### config.mk
export PLATFORM = sky130hd
export DESIGN_NAME = s27_trojan_screen_ctrl
export DESIGN_NICKNAME = d
export VERILOG_FILES = /design/src/rtl/s27_trojan_screen_ctrl.sv
export SDC_FILE = /design/constraint.sdc
export NUM_CORES = 1
export LEC_CHECK = 0
export ABC_AREA = 1
export CORE_MARGIN = 4
export CORE_UTILIZATION = 56
export DETAILED_ROUTE_END_ITERATION = 8
export PLACE_DENSITY = 0.78
export SYNTH_ARGS = -nofsm -noshare
export SYNTH_HDL_FRONTEND = slang
export SYNTH_SLANG_ARGS = --single-unit
### constraint.sdc
create_clock -name CK -period 2.3 [get_ports CK]
set_input_delay 0.46 -clock CK [delete_from_list [all_inputs] [get_ports CK]]
set_output_delay 0.46 -clock CK [all_outputs]
set_load 0.005 [all_outputs]
### src/rtl/s27_trojan_screen_ctrl.sv
// Trojan screen sequencer for s27: flushes both instances, streams LFSR vectors,
// and compares suspect vs golden G17 on every RUN cycle.
module s27_trojan_screen_ctrl #(
    parameter int         NUM_VECTORS = 256,
    parameter int         WARMUP      = 2,
    parameter logic [3:0] FLUSH_VEC   = 4'h3,
    parameter logic [7:0] LFSR_SEED   = 8'hA5,
    parameter int         CNT_W       = 16
) (
    input  logic             CK,
    input  logic             RSTN,
    input  logic             START,
    input  logic             G17_DUT,
    input  logic             G17_REF,
    output logic             G0,
    output logic             G1,
    output logic             G2,
    output logic             G3,
    output logic             BUSY,
    output logic             DONE,
    output logic             FAIL,
    output logic [CNT_W-1:0] MISMATCH_CNT,
    output logic [15:0]      FIRST_FAIL_IDX,
    output logic [15:0]      VEC_IDX
);

    // An all-zero seed would lock the LFSR, so it is nudged to 1.
    localparam logic [7:0]  SEED      = (LFSR_SEED == 8'h00) ? 8'h01 : LFSR_SEED;
    localparam logic [15:0] LAST_VEC  = 16'(NUM_VECTORS - 1);
    localparam logic [15:0] LAST_WARM = 16'(WARMUP - 1);

    typedef enum logic [1:0] {S_IDLE, S_WARM, S_RUN, S_DONE} state_t;

    state_t      state;
    logic [7:0]  lfsr;
    logic [15:0] warm_cnt;
    logic [3:0]  g;
    logic        mismatch;
    logic [7:0]  lfsr_nxt;

    assign {G3, G2, G1, G0} = g;
    assign mismatch = G17_DUT ^ G17_REF;
    assign lfsr_nxt = {lfsr[6:0], lfsr[7] ^ lfsr[5] ^ lfsr[4] ^ lfsr[3]};

    always_ff @(posedge CK) begin
        if (!RSTN) begin
            state          <= S_IDLE;
            g              <= 4'h0;
            BUSY           <= 1'b0;
            DONE           <= 1'b0;
            FAIL           <= 1'b0;
            MISMATCH_CNT   <= '0;
            FIRST_FAIL_IDX <= 16'hFFFF;
            VEC_IDX        <= 16'd0;
            lfsr           <= SEED;
            warm_cnt       <= 16'd0;
        end else begin
            case (state)
                S_IDLE, S_DONE: begin
                    if (START) begin
                        state          <= S_WARM;
                        g              <= FLUSH_VEC;
                        BUSY           <= 1'b1;
                        DONE           <= 1'b0;
                        FAIL           <= 1'b0;
                        MISMATCH_CNT   <= '0;
                        FIRST_FAIL_IDX <= 16'hFFFF;
                        VEC_IDX        <= 16'd0;
                        lfsr           <= SEED;
                        warm_cnt       <= 16'd0;
                    end
                end
                S_WARM: begin
                    if (warm_cnt == LAST_WARM) begin
                        state   <= S_RUN;
                        g       <= lfsr[3:0];
                        VEC_IDX <= 16'd0;
                    end else begin
                        warm_cnt <= warm_cnt + 16'd1;
                    end
                end
                S_RUN: begin
                    // Compare is against the vector applied during the cycle now closing.
                    if (mismatch) begin
                        FAIL <= 1'b1;
                        if (MISMATCH_CNT != '1)
                            MISMATCH_CNT <= MISMATCH_CNT + CNT_W'(1);
                        if (FIRST_FAIL_IDX == 16'hFFFF)
                            FIRST_FAIL_IDX <= VEC_IDX;
                    end
                    lfsr    <= lfsr_nxt;
                    VEC_IDX <= VEC_IDX + 16'd1;
                    if (VEC_IDX == LAST_VEC) begin
                        state <= S_DONE;
                        g     <= 4'h0;
                        BUSY  <= 1'b0;
                        DONE  <= 1'b1;
                    end else begin
                        g <= lfsr_nxt[3:0];
                    end
                end
                default: state <= S_IDLE;
            endcase
        end
    end

endmodule

==> results.toml <==
[clock_tree]
clkSlewWorstSetupHoldPaths_ns = 0.08
clock_sinks = 81
ctsResizeCount = 0
cts_setup_buffers = 0
cts_buffer_depth = 2
root_buffer = "clkbuf_8"
clk_latency_ns = 0.35
cts_tree = "built"
numCtsBuffers = 9
cts-htree-levels = 3
hold_buffers = 0

[grt]
antenna_found_initial = 0
grt_pass1_vias = 4375
grt_overflow_total = 0
grt_usage_pct = 23.80
grt_max_degree = 53
grt_first_pass_wirelength_um = 19220

[detailed_routing]
dr.pass1.iters = 5
drt-wirelength-per-cell_um = 13.05
route.detailed.drc = 0
drt-vias-per-instance = 5.346
ant_nets = 0
drt_wl_total_um = 11370
drt_iter0_markers = 200
vias = 4656

[floorplan]
die_h_um = 97.99
dieArea_um2 = 9601
ios = 60
die_x_um = 97.99
core_um2 = 7807
rows = 32
start_util_pct = 58.08

[synth]
synth_edf_count = 0
synth_ff_type = "dfxtp_1"
yosysWarnings = 0
avgSynthCellArea_um2 = 6.377
post_synth_num_cell_types = 31
synth_seq_area_share_pct = 35.76
synthesis.nets = 723
syn_inst = 711
async_flop_share_pct = 0
netlist_area_um2 = 4534
synth-seq-cells = 81

[worst_setup_path]
rrSetupSlack_ns = 0.20
crit_start = "state[0]"
worst_ep_required_time_ns = 2.52
reg2reg_to = "FIRST_FAIL_IDX[1]"
crit_chain = "inv_1, ha_1, inv_2, nor2_4, a21oi_4, nand2_2, clkinv_2, nand2_2, a21oi_1, o21ai_1"
r2r_cells = 10
crit_buf_inv = 3
cp-start-kind = "flop"
crit_arrival_ns = 2.32
crit_slowest_cell = "dfxtp_1"
worst_setup_path_end_kind = "flop"
crit_top_cell = "nand2_2"
slowest_delay_ns = 0.37
worstReg2RegStart = "state[0]"
crit_fanout = 32
crit_family = "simple AND/OR/NAND/NOR gates"
endpoint = "FIRST_FAIL_IDX[1]"
critical_path_depth = 10
critPathKind = "reg2reg"

[sta]
finalCriticalPeriod_ns = 2.100
maxSlewViolCount = 0
worst_pin_slew_ns = 0.5881
hold_viol = 0
fin_crit_sh_pct = 91.29
fin_tns_setup_ns = 0
slew_headroom_pct = 60.79
max_clock_freq_mhz = 476.2
finalSetupViolations = 0
fin_worst_skew_ns = 0.01317
rsz0062_at_grt = "false"
fin_ws_ns = 0.2002

[placed_design]
place_area_um2 = 5191
pre_cts_slack_ns = 0.1091
routabilityCongestion = 0.8862
portBuffers = 59
dp_hpwl_um = 8074

[finish]
syn_to_final_growth_pct = 18.68
insertedDiodeCount = 0
final_cell_area_um2 = 5381
nets = 776
drive_gt1_share_pct = 5.982
seqCellArea_um2 = 1622
fillers = 742
multi_input_area_um2 = 2567

[outcome]
status = "complete, no violations"

[power_and_ir_drop]
switching_share_pct = 42.67
vdd_drop_max_v = 0.0007507
netSwitchingPower_mw = 2.378
internal_power_mw = 3.195
p_clk_share_pct = 18.4
p_leak_nw = 1.971
p_seq_share_pct = 34.5
pwr-share-comb_pct = 47.1
powerDensity_nw_per_um2 = 1035

[hold_path]
hp-class = "reg2reg"

[flow_run]
drv_cap = 0
[layer usage]
metal  track usage, %  up-vias  share of wire (%)
li1                 -     2383                  -
met1            30.93     2116                 45
met2            40.10      137                 47
met3            3.786       20                5.9
met4            8.307        0                1.5
met5                0        -                  0
[power groups by stage]
stage	registers (mW)	logic, mW	clock network [mW]
after floorplan	1.93	1.84	0
final	1.92	2.63	1.03
after detailed placement	1.95	2.62	0
after CTS	1.92	2.63	1.05
after global routing	1.96	2.91	1.12
after global placement	1.94	2.57	0
[logic make-up (layout without fill, tap and decap cells)]
kind of cell / count (synthesis) / after routing / synth area share [%]
xor gates and xnor gates: 21 / 21 / 4.056
and+or+nand+nor: 431 / 431 / 39.60
DFF: 81 / 81 / 35.76
AOI/OAI and AO/OA: 92 / 92 / 11.04
buffers and inverters: 79 / 137 / 7.616
adders and majority gates: 7 / 7 / 1.931
[cell usage after synthesis, types with 2 or more instances]
library cell  number  share of area, %
dfxtp_1           81                36
buf_4              3              0.50
buf_6              3              0.74
xor2_1            13               2.5
o21ai_1           15               1.7
a21oi_2            2              0.39
ha_1               7               1.9
nand3_2            2              0.44
o21ai_0            9              0.99
nor2_1           143                12
nand2_1          192                16
nand4_1           18               2.5
inv_2              2              0.17
xnor2_1            8               1.5
inv_1             47               3.9
clkinv_1           2              0.17
nor2_2             4              0.55
nor3_1             7              0.77
buf_2             11               1.2
o211ai_1           2              0.33
a21oi_1           60               6.6
nand3_1           53               5.8
nand2_2           10               1.4
a21oi_4            2              0.72
clkbuf_1           9              0.74
[stage by stage]
| step | cells | util, % | power [mW] | hold WS [ns] |
|---|---|---|---|---|
| finish | 871 | 68.93 | 5.572 | 0.4637 |
| global route | 871 | 68.93 | 5.993 | 0.4953 |
| CTS | 871 | 68.93 | 5.600 | 0.4673 |
| detailed placement | 855 | 66.49 | 4.576 | 0.4554 |
| global placement | 855 | 66.49 | 4.506 | 0.4496 |
| floorplan | 711 | - | 3.763 | 0.4410 |
[how the worst min path moves through the flow]
stage	depth (start not counted)	start	end
5_1_grt	2	g[3]	g[3]
3_3_place_gp	2	lfsr[6]	lfsr[6]
3_5_place_dp	2	lfsr[6]	lfsr[6]
4_1_cts	2	lfsr[6]	lfsr[6]
6_report	2	lfsr[6]	lfsr[6]
2_1_floorplan	2	lfsr[6]	lfsr[6]
[cell type report]
class                      count  area share (%)
inverter                      52           3.650
timing repair buffer          69           12.60
clock inverter                 2          0.6975
sequential                    81           30.13
multi-input combinational    551           47.71
tap                          102           2.372
clock buffer                  14           2.837
[tightest hold or removal path, stage by stage, from the launching register on]
cell,delay [ns]
dfxtp_1,0.31
nand2_1,0.06
a21oi_1,0.05
[placed cells by master (no fill, tap or decap), types with 2 or more instances in the layout]
master and instances:
nand3_1 53, clkbuf_8 10, clkbuf_1 4, o21ai_1 15, nor2_2 4, nand3_2 2, buf_4 9, clkdlybuf4s50_1 59
a21oi_1 60, nand4_1 18, xnor2_1 8, o21ai_0 9, a21oi_2 2, inv_1 47, a21oi_4 2, clkinv_1 2
dfxtp_1 81, inv_2 2, nand2_1 192, nand2_2 10, ha_1 7, xor2_1 13, nor2_1 143, nor3_1 7
o211ai_1 2
[registers in the layout (all words and copies together), names as in the netlist]
signal / cells
warm_cnt: 16
lfsr: 8
FAIL: 1
BUSY: 1
DONE: 1
FIRST_FAIL_IDX: 16
VEC_IDX: 16
MISMATCH_CNT: 16
state: 2
g: 4
Power figures use the tool's default switching activity.
